<file path="src/rtl/mem_port_arbiter_pkg.sv">
// Shared types and helpers for the instruction/data memory port arbiter.
package mem_port_arbiter_pkg;

    // Arbiter sequencing states: arbitrate, strobe memory, wait out latency, acknowledge.
    typedef enum logic [1:0] {
        ARB_IDLE  = 2'd0,
        ARB_ISSUE = 2'd1,
        ARB_WAIT  = 2'd2,
        ARB_ACK   = 2'd3
    } arb_state_t;

    // Owner codes for the access currently in flight.
    localparam logic OWN_IF = 1'b0;
    localparam logic OWN_D  = 1'b1;

    // Data wins ties unless fetch has been starved for the maximum number of grants.
    function automatic logic pickData(input logic ifReq, input logic dReq, input logic atMax);
        return dReq && !(ifReq && atMax);
    endfunction

endpackage

</file>
<file path="src/rtl/mem_port_arbiter_starve_ctr.sv">
// Saturating count of consecutive data grants taken while fetch was waiting.
module mem_arb_starve_ctr #(
    parameter int MAX_STARVE = 4
) (
    input  logic clk,
    input  logic reset,
    input  logic i_inc,
    input  logic i_clr,
    output logic o_atMax
);

    localparam int CNT_W = $clog2(MAX_STARVE + 1);
    localparam logic [CNT_W-1:0] MAX_VAL = CNT_W'(MAX_STARVE);

    logic [CNT_W-1:0] r_count;

    // Clear has priority over increment; the count sticks at its maximum.
    always_ff @(posedge clk or posedge reset) begin
        if (reset) begin
            r_count <= '0;
        end else if (i_clr) begin
            r_count <= '0;
        end else if (i_inc && (r_count != MAX_VAL)) begin
            r_count <= r_count + 1'b1;
        end
    end

    assign o_atMax = (r_count == MAX_VAL);

endmodule

</file>
<file path="src/rtl/mem_port_arbiter.sv">
// Shares one single-port synchronous memory between the fetch and load/store ports.
module mem_port_arbiter
    import mem_port_arbiter_pkg::*;
#(
    parameter int ADDR_W     = 32,
    parameter int DATA_W     = 32,
    parameter int MEM_LAT    = 1,
    parameter int MAX_STARVE = 4
) (
    input  logic              clk,
    input  logic              reset,
    input  logic              if_req,
    input  logic [ADDR_W-1:0] if_addr,
    output logic              if_ack,
    output logic [DATA_W-1:0] if_rdata,
    input  logic              d_req,
    input  logic              d_we,
    input  logic [ADDR_W-1:0] d_addr,
    input  logic [DATA_W-1:0] d_wdata,
    output logic              d_ack,
    output logic [DATA_W-1:0] d_rdata,
    output logic              mem_en,
    output logic              mem_we,
    output logic [ADDR_W-1:0] mem_addr,
    output logic [DATA_W-1:0] mem_wdata,
    input  logic [DATA_W-1:0] mem_rdata
);

    localparam int CNT_W = $clog2(MEM_LAT + 1);
    localparam logic [CNT_W-1:0] LAT_LAST = CNT_W'(MEM_LAT - 1);

    arb_state_t        r_state;
    arb_state_t        w_nextState;
    logic [CNT_W-1:0]  r_latCnt;
    logic              r_owner;
    logic              r_memEn;
    logic              r_memWe;
    logic [ADDR_W-1:0] r_memAddr;
    logic [DATA_W-1:0] r_memWdata;
    logic              r_ifAck;
    logic              r_dAck;
    logic [DATA_W-1:0] r_ifRdata;
    logic [DATA_W-1:0] r_dRdata;
    logic              w_grant;
    logic              w_pickData;
    logic              w_latDone;
    logic              w_atMax;
    logic              w_starveInc;
    logic              w_starveClr;

    assign w_pickData  = pickData(if_req, d_req, w_atMax);
    assign w_latDone   = (r_state == ARB_WAIT) && (r_latCnt == LAT_LAST);
    assign w_starveInc = w_grant && w_pickData && if_req;
    assign w_starveClr = w_grant && (!w_pickData || !if_req);

    mem_arb_starve_ctr #(
        .MAX_STARVE(MAX_STARVE)
    ) u_starve (
        .clk    (clk),
        .reset  (reset),
        .i_inc  (w_starveInc),
        .i_clr  (w_starveClr),
        .o_atMax(w_atMax)
    );

    // Next-state logic; a grant can only happen while idle.
    always_comb begin
        w_nextState = r_state;
        w_grant     = 1'b0;
        case (r_state)
            ARB_IDLE: begin
                if (if_req || d_req) begin
                    w_grant     = 1'b1;
                    w_nextState = ARB_ISSUE;
                end
            end
            ARB_ISSUE: w_nextState = ARB_WAIT;
            ARB_WAIT:  if (w_latDone) w_nextState = ARB_ACK;
            ARB_ACK:   w_nextState = ARB_IDLE;
            default:   w_nextState = ARB_IDLE;
        endcase
    end

    // State register; reset abandons any access in flight.
    always_ff @(posedge clk or posedge reset) begin
        if (reset) begin
            r_state <= ARB_IDLE;
        end else begin
            r_state <= w_nextState;
        end
    end

    // Memory latency counter, restarted from the issue cycle.
    always_ff @(posedge clk or posedge reset) begin
        if (reset) begin
            r_latCnt <= '0;
        end else if (r_state == ARB_ISSUE) begin
            r_latCnt <= '0;
        end else if ((r_state == ARB_WAIT) && !w_latDone) begin
            r_latCnt <= r_latCnt + 1'b1;
        end
    end

    // Latch the winner's request at grant; the memory bus holds it until the next grant.
    always_ff @(posedge clk or posedge reset) begin
        if (reset) begin
            r_owner    <= OWN_IF;
            r_memWe    <= 1'b0;
            r_memAddr  <= '0;
            r_memWdata <= '0;
        end else if (w_grant) begin
            if (w_pickData) begin
                r_owner    <= OWN_D;
                r_memWe    <= d_we;
                r_memAddr  <= d_addr;
                r_memWdata <= d_wdata;
            end else begin
                r_owner    <= OWN_IF;
                r_memWe    <= 1'b0;
                r_memAddr  <= if_addr;
                r_memWdata <= '0;
            end
        end
    end

    // Registered strobe and ack pulses, derived from the state being entered.
    always_ff @(posedge clk or posedge reset) begin
        if (reset) begin
            r_memEn <= 1'b0;
            r_ifAck <= 1'b0;
            r_dAck  <= 1'b0;
        end else begin
            r_memEn <= (w_nextState == ARB_ISSUE);
            r_ifAck <= (w_nextState == ARB_ACK) && (r_owner == OWN_IF);
            r_dAck  <= (w_nextState == ARB_ACK) && (r_owner == OWN_D);
        end
    end

    // Capture read data at the end of the last wait cycle; stores leave d_rdata alone.
    always_ff @(posedge clk or posedge reset) begin
        if (reset) begin
            r_ifRdata <= '0;
            r_dRdata  <= '0;
        end else if (w_latDone) begin
            if (r_owner == OWN_IF) begin
                r_ifRdata <= mem_rdata;
            end else if (!r_memWe) begin
                r_dRdata <= mem_rdata;
            end
        end
    end

    assign mem_en    = r_memEn;
    assign mem_we    = r_memWe;
    assign mem_addr  = r_memAddr;
    assign mem_wdata = r_memWdata;
    assign if_ack    = r_ifAck;
    assign d_ack     = r_dAck;
    assign if_rdata  = r_ifRdata;
    assign d_rdata   = r_dRdata;

endmodule

</file>
<file path="config.mk">
export PLATFORM = sky130hd
export DESIGN_NAME = mem_port_arbiter
export DESIGN_NICKNAME = d
export VERILOG_FILES = /design/src/rtl/mem_port_arbiter_pkg.sv /design/src/rtl/mem_port_arbiter_starve_ctr.sv /design/src/rtl/mem_port_arbiter.sv
export SDC_FILE = /design/constraint.sdc
export NUM_CORES = 1
export LEC_CHECK = 0
export ABC_AREA = 1
export CAP_MARGIN = 0
export CORE_MARGIN = 5
export CORE_UTILIZATION = 35
export DETAILED_ROUTE_END_ITERATION = 10
export PLACE_DENSITY = 0.72
export SLEW_MARGIN = 20
export SYNTH_ARGS = -nofsm -noshare
export SYNTH_HDL_FRONTEND = slang
export SYNTH_SLANG_ARGS = --single-unit
</file>
<file path="constraint.sdc">
create_clock -name clk -period 3.74 [get_ports clk]
set_input_delay 0.374 -clock clk [delete_from_list [all_inputs] [get_ports clk]]
set_output_delay 0.374 -clock clk [all_outputs]
set_load 0.03 [all_outputs]
</file>
# == Yosys cells after proc, flatten, opt, wreduce, memory -nomap -nowiden ==
# Cells that the tools add are included.
# totals
ff_bits,139
in_bits,133
output_inout_bits,132
# classes
add_sub_neg,2
n_eq_ne,7
n_mux,13
bitwise_logic,3
n_reduce_logical,21
# ops
operator,n
$mux 32,2
$logic_and 1x1->1,10
$pmux 2 s4,1
$eq 2x2->1 const B,3
$mux 1,6
$mux 3,2
$eq 2x1->1 const B,2
$logic_not 1->1,4
$mux 2,2
$reduce_bool 2->1,2
$add 3x1->3 const B,1
$eq 3x3->1 const B,1
$ne 3x3->1 const B,1
$not 1->1,3
$reduce_and 3->1,1
$logic_not 2->1,1
$logic_or 1x1->1,2
$reduce_and 2->1,1
$add 1x1->1 const B,1

# == Logic depth before layout (Yosys ltp) ==
# depth
word_depth,9
ltp_mapped,9

# == By module ==
# A second synthesis with hierarchy kept.
# hier_totals
cells_unflattened,687
hier_area_um2,5869.4
# modules_own_cells
module,instances,cells_per_inst,area_each_um2,seq_area_each_um2
mem_port_arbiter,1,661,5680.4,3403.3
mem_arb_starve_ctr,1,26,188.9,75.1

# == Least setup slack after synthesis ==
# OpenSTA, ideal clock, no wires.
# synth_path
path_kind,register to register
from,reg r_state[0]
to,reg r_memWdata[0] (netlist: mem_wdata[0])
setup_time_ps,117
arrival_time_ps,1320
path_slack_ps,2303
stages_incl_launch_ff,10
n_path_buf,2
synth_period_minus_slack_ps,1437
cell_sequence,dfrtp_1 inv_1 ha_1 inv_1 nor2_8 inv_2 buf_4 buf_6 nand2_1 nand2_1
# synth_between
elab_chain_cells,2
# synth_rtl
element,line,source
"start, declared",mem_port_arbiter.sv:32,arb_state_t r_state;
"start signal, assigned",mem_port_arbiter.sv:89,r_state <= w_nextState;
$logic_not 2->1,mem_port_arbiter.sv:70,case (r_state)
$mux 1,mem_port_arbiter.sv:70,
"end signal, assigned",mem_port_arbiter.sv:116,r_memWdata <= d_wdata;
"end, declared",mem_port_arbiter.sv:39,logic [DATA_W-1:0] r_memWdata;
# Every way passes these cells.
# A chain may end at the register's enable or synchronous reset.

# == Final worst setup path ==
# layout_path
from,in d_req
to,reg r_memWdata[19] (netlist: mem_wdata[19])
# layout_between
elab_chain_cells,3
# layout_rtl
element,line,source
"start, declared",mem_port_arbiter.sv:16,"input logic d_req,"
$logic_or 1x1->1,mem_port_arbiter.sv:72,if (if_req || d_req) begin
$mux 1,mem_port_arbiter.sv:72,
$mux 1,mem_port_arbiter.sv:70,
# Parallel ways exist; a longest one is shown, timed or not.

==> results.ini <==
[status]
status=finished clean

[detailed_routing]
vias=5194
vias_per_cell=4.37
routed_wl_um=16400
dr.pass1.iters=5
drc=0
wl_per_cell_um=13.8
drtAntennaViolNets=0
drtIter0Drc=311

[logic_synthesis]
syn_area_um2=5930
synth_ff_type=dfrtp_1
synthTopCellsByCount=271 x nand2_1, 139 x dfrtp_1, 108 x inv_1
ys_warn_count=0
synth.area.top_cells=dfrtp_1 59%, nand2_1 17%, inv_1 6.8%, nand3_1 5.9%, o21ai_0 5.5%
synth_nets=845
synth_area_per_cell_um2=8.39
ys_ff_latch=139
synth_edf_count=0
yosysTopAreaCell=dfrtp_1
yosysSeqAreaShare_pct=58.7
yosysMostFrequentCell=nand2_1
yosysTopAreaCellShare_pct=58.7
async_reset_ff_share_pct=100
synthCells=706
synth.distinct_cells=20

[worst_setup_path]
criticalPathCategory=in2reg
critPathMaxFanout=67
crit_required_ns=4.03
slowest_delay_ns=0.84
crit_arrival_ns=2.90
reg2reg_slack_ns=1.14
critPathLaunchType=primary input
crit_family=buffers and inverters
cp-end-kind=flip-flop
crit_slowest_cell=clkinv_2
cp_cell_sequence=clkdlybuf4s50_1 -> nor2_4 -> nor2_8 -> clkinv_2 -> nand2_1 -> nand2_1
cp.buffers_inverters=2
cp_common_cell=nand2_1
r2r_start=r_state[0]
crit_start=d_req

[timing]
finalCritPeriodShare_pct=70.0
hold_violations=0
fin_crit_ns=2.62
maxSlewHeadroom_pct=30.2
fin_tns_setup_ns=0
fmax_mhz=382
drv_slew=0
rsz0062_at_grt=false
worstMarginPinSlew_ns=1.04
skew_ns=0.0115
setup_viol=0

[grt]
antenna_found_initial=0
overflow=0
grt_usage_pct=16.6
grt_max_degree=140
grt_pass1_vias=4996
grt_pass1_wl_um=26300

[layout]
drive_gt1_share_pct=4.13
instances_no_fill=1189
post-route-util_pct=56.0
area_delta_synth_final_pct=56.7
seqCellArea_um2=3480
finish.net_count=1096
nFillCells=1558
multi_input_comb_area_um2=1860
insertedDiodeCount=0

[place]
dpl.hpwl_um=11700
placedCellCount=1158
io_buffers=264
place_congestion=0.806

[die]
fp.coreArea_um2=16600
num_io_pins=265
die_w_um=140
row_count=47
die_area_um2=19600
die_y_um=140
start_util_pct=35.7

[clocking]
cts_tree=built
insertion_delay_ns=0.41
cts_resized=0
cts_root_buffer=clkbuf_16
cts_htree_levels=4
numCtsBuffers=17
cts_hold_buffers=0
clockBufferDepth=2
clk_pin_slew_ns=0.05
cts_setup_buffers=0
cts_sinks=139

[min_path]
hold_path_class=reg2reg
min_from=r_owner

[run]
cap_violations=0

[power]
powerDensity_nw_per_um2=934
vdd_drop_max_mv=0.418
p_leak_nw=4.68

registers in the layout, indices dropped and copies added, names as in the netlist:
register	flops
d_ack	1
d_rdata	32
mem_en	1
u_starve.r_count	3
mem_we	1
r_state	2
r_owner	1
if_ack	1
if_rdata	32
mem_addr	32
r_latCnt	1
mem_wdata	32
cell usage in the layout, fill, tap and decap left out, drive strengths merged:
cell type,instances
nor3,1
xor2,1
ha,6
clkinv,6
nand2,271
o22ai,1
o21ai,65
buf,3
nand3,71
clkbuf,20
nor2,6
nand3b,1
inv,108
clkdlybuf4s50,264
dfrtp,139
bufinv,2
clkinvlp,4
metrics by stage:
stage | setup slack (ns) | total power [mW] | area [um2] | hold WS [ns]
2_1_floorplan | 1.63 | 5.19 | 5930 | 0.403
5_1_grt | 0.830 | 9.23 | 9280 | 0.464
4_1_cts | 1.43 | 8.80 | 9280 | 0.433
3_5_place_dp | 1.05 | 7.13 | 8700 | 0.425
6_report | 1.12 | 8.68 | 9280 | 0.428
3_3_place_gp | 1.08 | 7.06 | 8700 | 0.418
final cells by class:
type	instances	area share (%)
clock buffers	20	4.92
clock inverters	11	1.29
inverters	109	4.46
multi-input cells	423	20.1
flip-flops and latches	139	37.5
well taps	220	2.96
repair buffers	267	28.8
kinds of logic (layout without fill, tap and decap cells):
family | count (synthesis) | in the layout | share of synthesized area, %
adder cells (fa/ha/maj) | 6 | 6 | 1.27
buffers and inverters | 144 | 407 | 10.1
flip-flops | 139 | 139 | 58.7
AND/OR/NAND/NOR | 350 | 350 | 24.2
XOR/XNOR | 1 | 1 | 0.148
AO/OA/AOI/OAI | 66 | 66 | 5.60
final timing paths:
| kind | to | depth (start not counted) |
|---|---|---|
| worst max-delay path | mem_wdata[19] | 6 |
| worst min-delay path | if_ack | 1 |
| worst max register to register | mem_wdata[19] | 7 |
| worst min register to register | if_ack | 1 |
| max in group asynchronous | mem_en | 3 |
| min in group asynchronous | if_rdata[26] | 3 |
metal layers:
layer	GRT usage [%]	vias to the layer above	routed length [um]
met3	5.11	14	1170
met4	6.02	0	233
li1	-	2649	-
met5	0	-	0
met2	28.2	158	8460
met1	19.8	2373	6550
power breakdown:
part	internal [mW]	switching (mW)
clock network	1.01	0.614
logic	1.73	2.69
registers	2.25	0.385
total	4.99	3.69
No activity file was read; power rests on OpenSTA's default activity.
==> patch 1: new RTL, same settings <==
Make the reset (`reset`) synchronous in 6 clocked blocks.
--- a/src/rtl/mem_port_arbiter_starve_ctr.sv
+++ b/src/rtl/mem_port_arbiter_starve_ctr.sv
@@ -15,7 +15,7 @@
     logic [CNT_W-1:0] r_count;
 
     // Clear has priority over increment; the count sticks at its maximum.
-    always_ff @(posedge clk or posedge reset) begin
+    always_ff @(posedge clk) begin
         if (reset) begin
             r_count <= '0;
         end else if (i_clr) begin
--- a/src/rtl/mem_port_arbiter.sv
+++ b/src/rtl/mem_port_arbiter.sv
@@ -82,7 +82,7 @@
     end
 
     // State register; reset abandons any access in flight.
-    always_ff @(posedge clk or posedge reset) begin
+    always_ff @(posedge clk) begin
         if (reset) begin
             r_state <= ARB_IDLE;
         end else begin
@@ -91,7 +91,7 @@
     end
 
     // Memory latency counter, restarted from the issue cycle.
-    always_ff @(posedge clk or posedge reset) begin
+    always_ff @(posedge clk) begin
         if (reset) begin
             r_latCnt <= '0;
         end else if (r_state == ARB_ISSUE) begin
@@ -102,7 +102,7 @@
     end
 
     // Latch the winner's request at grant; the memory bus holds it until the next grant.
-    always_ff @(posedge clk or posedge reset) begin
+    always_ff @(posedge clk) begin
         if (reset) begin
             r_owner    <= OWN_IF;
             r_memWe    <= 1'b0;
@@ -124,7 +124,7 @@
     end
 
     // Registered strobe and ack pulses, derived from the state being entered.
-    always_ff @(posedge clk or posedge reset) begin
+    always_ff @(posedge clk) begin
         if (reset) begin
             r_memEn <= 1'b0;
             r_ifAck <= 1'b0;
@@ -137,7 +137,7 @@
     end
 
     // Capture read data at the end of the last wait cycle; stores leave d_rdata alone.
-    always_ff @(posedge clk or posedge reset) begin
+    always_ff @(posedge clk) begin
         if (reset) begin
             r_ifRdata <= '0;
             r_dRdata  <= '0;
Check against the original RTL: differs if reset is asserted again (counterexample within 4 cycles, from zero or initial values and one cycle with reset high); with reset held inactive, the same outputs for 10 cycles.
==> patch 1 against the unedited design <==
Hold slack better by 0.030 ns. Sequential cell count unchanged. Clock power up 2%. Routed wire length up 9.7%. Power down 31%. Area after synthesis down 4.6%. Cell area down 3.8%. Final cell count up 3.8%. Maximum frequency up 31%. Worst setup slack better by 0.62 ns. Critical path type is now flop to flop.
==> patch 1: results <==
[detailed_routing]
drtIter0Drc = 310
first_pass_iters = 5
vias = 5849
wl_per_cell_um = 14.6

[timing]
slew_headroom_pct = 28.0
holdWs_ns = 0.459
fmax_ghz = 0.500
skew_ns = 0.00825

[clock_network]
clockRootBuffer = "clkbuf_16"
post_cts_buffers = 0
clk_pin_slew_worst_paths_ns = 0.06
insertion_delay_ns = 0.41

[power]
total_power_w = 0.00602
ir_drop_mv = 0.330
p_switching_w = 0.00234
cellLeakagePower_nw = 3.64
pwr.group.combinational_w = 0.00243
p_clk_w = 0.00166

[hold_path]
min_from = "d_rdata[1]"
holdPathEnd = "d_rdata[1]"
hp-class = "flop to flop"
worstHoldPathCells = 2

[critical_path]
cp-start-kind = "flop"
path_max_fanout = 46
cp-endpoint = "d_rdata[14]"
arrival_ns = 2.33
r2r_cells = 7
reg2reg_from = "r_state[0]"
cpPeakStageDelay_ns = 0.48
crit_slowest_cell = "buf_4"

[placed_design]
place_area_um2 = 8350
port_buffers = 264
dpl.hpwl_mm = 12.2
routabilityCongestion = 0.810
pre_cts_ws_ns = 1.50

[cells_and_area]
seq_area_um2 = 2780
nFillCells = 1527
drive_gt1_share_pct = 5.01
fin_cells = 1234
nNetsFinal = 1144

[yosys]
synth_ff_type = "dfxtp_1"
synthTopCellsByArea = "dfxtp_1 49%, nand3_1 17%, nand2_1 12%, a21oi_1 5.9%, nor2_1 4.7%"
synth_cell_type_count = 22
seq_area_frac_synth_pct = 49.2
async_reset_ff_share_pct = 0
yosysWarnings = 0
syn_nets = 911
syn_inst = 772
synth_common_cells = "196 x nand3_1, 177 x nand2_1, 139 x dfxtp_1, 71 x nor2_1, 67 x a21oi_1"

[global_route]
groute.usage.overall_pct = 18.8
grt_pass1_vias = 5681
grt_max_degree = 101
grt_pass1_wl_mm = 28.2
antenna_found_initial = 0

[run_status]
status = "complete, no violations"
[patch 1: cell count changes in the layout (fill, tap and decap cells not counted), sizes merged, moves of 67 or more]
cell   change
nand2     -93
a21oi     +67
dfrtp    -139
nor2      +69
nand3    +126
dfxtp    +139
[patch 1: kinds of logic (layout without fill, tap and decap cells)]
family          Yosys count  in the layout  synth area share (%)
compound gates           69             69                  6.15
xor+xnor                  1              1                 0.155
fa+ha+maj                 6              6                  1.33
buf+inv                 104            350                  8.32
flops                   139            139                  49.2
simple gates            453            453                  34.8
[patch 1: per-layer routing]
layer	wire length [um]	global-route usage, %	vias up	share of wire [%]
met5	0	0	-	0
met2	8590	30.7	197	48
met4	361	6.71	0	2.0
met3	1630	6.54	24	9.0
li1	-	-	2975	-
met1	7420	23.0	2653	41
[patch 1: final cells by class]
cell class	count	area share, %
Clock inverter	13	1.58
Tap cell	216	3.03
Multi-Input combinational cell	529	27.0
Timing Repair Buffer	274	30.4
Sequential cell	139	31.2
Inverter	44	1.85
Clock buffer	19	4.96
==> patch 2: new RTL, same settings <==
Made on the original files. Set the parameter `DATA_W` to 64 (it was 32).
--- a/src/rtl/mem_port_arbiter.sv
+++ b/src/rtl/mem_port_arbiter.sv
@@ -3,7 +3,7 @@
     import mem_port_arbiter_pkg::*;
 #(
     parameter int ADDR_W     = 32,
-    parameter int DATA_W     = 32,
+    parameter int DATA_W     = 64,
     parameter int MEM_LAT    = 1,
     parameter int MAX_STARVE = 4
 ) (
Ports: changed (5 resized); port bits go from 265 to 425. The function was not compared with the original's and may differ.
==> patch 2 against the unedited design <==
Sequential share of layout area up 1.8 points. Critical path type is now flop to flop. Worst setup slack better by 0.30 ns. Routed wire length up 77%. Critical path depth up 2. Cell area up 61%. Sequential cell count up 96. Synthesized cell count up 53%. Area after synthesis up 60%. Power up 70%. Count of clock-buffer cells in the layout up 15. Largest cell class unchanged.
==> patch 2: results <==
[run_status]
status = "complete, no violations"

[cells_and_area]
nFillCells = 2378
nNetsFinal = 1691
finalInstanceArea_um2 = 15000
drive_gt1_share_pct = 4.44

[detailed_routing]
vias = 8368
drtIter0Drc = 513
wl_per_cell_um = 15.7

[clock_network]
insertion_delay_ns = 0.53
cts_buffers = 27
clock_path_buffers = 3
htreeDepth = 1
post_cts_buffers = 0

[yosys]
seq_area_frac_synth_pct = 62.2
syn_nets = 1284
synth_common_cells = "431 x nand2_1, 235 x dfrtp_1, 139 x inv_1, 129 x o21ai_0, 69 x nand3_1"
synth_cell_type_count = 21
synthTopCellsByArea = "dfrtp_1 62%, nand2_1 17%, o21ai_0 6.8%, inv_1 5.5%, nand3_1 3.7%"

[power]
cellLeakagePower_nw = 7.45
swShare_pct = 43.0
ir_drop_mv = 0.551

[global_route]
groute.usage.overall_pct = 18.7
antenna_found_initial = 1
grt_pass1_wl_mm = 46.5
grt_max_degree = 128

[critical_path]
cpPeakStageDelay_ns = 0.54
r2r_cells = 8
rrSetupSlack_ns = 1.42
crit_slowest_cell = "nand2_4"
worstReg2RegEnd = "if_rdata[25]"
reg2reg_from = "r_state[0]"
arrival_ns = 2.68
path_max_fanout = 112

[placed_design]
port_buffers = 424
dpl.hpwl_mm = 20.9
routabilityCongestion = 0.849
place_area_um2 = 14000

[timing]
skew_ns = 0.0137
slew_headroom_pct = 29.0
finalSetupViolCount = 0

[hold_path]
hp-class = "primary input to async pin"
patch 2: changes by cell type after synthesis:
cell	change
buf_2	+9
dfrtp_1	+96
inv_1	+31
o21ai_0	+64
buf_6	-1
nand3_1	-1
nand2_1	+160
inv_4	+1
nand3_2	+1
clkbuf_1	+17
buf_4	-2
patch 2: power by group through the flow:
stage,sequential [W],combinational [W],clock [W]
after global routing,0.00466,0.00806,0.00296
after detailed placement,0.00451,0.00763,0
final,0.00449,0.00754,0.00276
after CTS,0.00450,0.00765,0.00284
after floorplan,0.00692,0.00179,0
after global placement,0.00448,0.00750,0
patch 2: per-stage QoR:
stage          setup slack (ns)  hold WS, ns  std cells
2_1_floorplan             0.288        0.403       1081
3_3_place_gp               1.30        0.426       1799
3_5_place_dp               1.23        0.426       1799
4_1_cts                    1.39        0.356       1849
5_1_grt                    1.20        0.175       1850
6_report                   1.42        0.175       1850
patch 2: layout make-up:
cell class | instances | share of cell area (%)
clock buffers | 35 | 4.98
clock inverters | 15 | 1.35
inverters | 141 | 3.57
multi-input cells | 647 | 18.6
flip-flops and latches | 235 | 39.2
well taps | 341 | 2.85
repair buffers | 436 | 29.4
patch 2: how the worst max path moves through the flow:
stage / startpoint / endpoint / slack [ns] / cells past startpoint
2_1_floorplan: reset / d_ack / 0.29 / 1
3_3_place_gp: d_req / mem_wdata[57] / 1.30 / 6
3_5_place_dp: d_req / mem_wdata[39] / 1.23 / 6
4_1_cts: r_state[0] / if_rdata[25] / 1.39 / 8
5_1_grt: r_state[0] / if_rdata[25] / 1.20 / 8
6_report: r_state[0] / if_rdata[25] / 1.42 / 8
patch 2: layer usage:
metal | vias to the layer above | routed length [um] | track usage [%]
met3 | 58 | 2240 | 4.72
met5 | - | 11 | 0
met4 | 2 | 893 | 5.81
met2 | 272 | 14600 | 32.9
li1 | 4118 | - | -
met1 | 3918 | 11400 | 22.6
patch 2: cells by family after synthesis:
logic type / after synthesis / synth area share, %
AOI/OAI and AO/OA: 130 / 6.89
xor gates and xnor gates: 1 / 0.0926
adders and majority gates: 6 / 0.794
buffers and inverters: 199 / 8.47
DFF: 235 / 62.2
and+or+nand+nor: 510 / 21.6
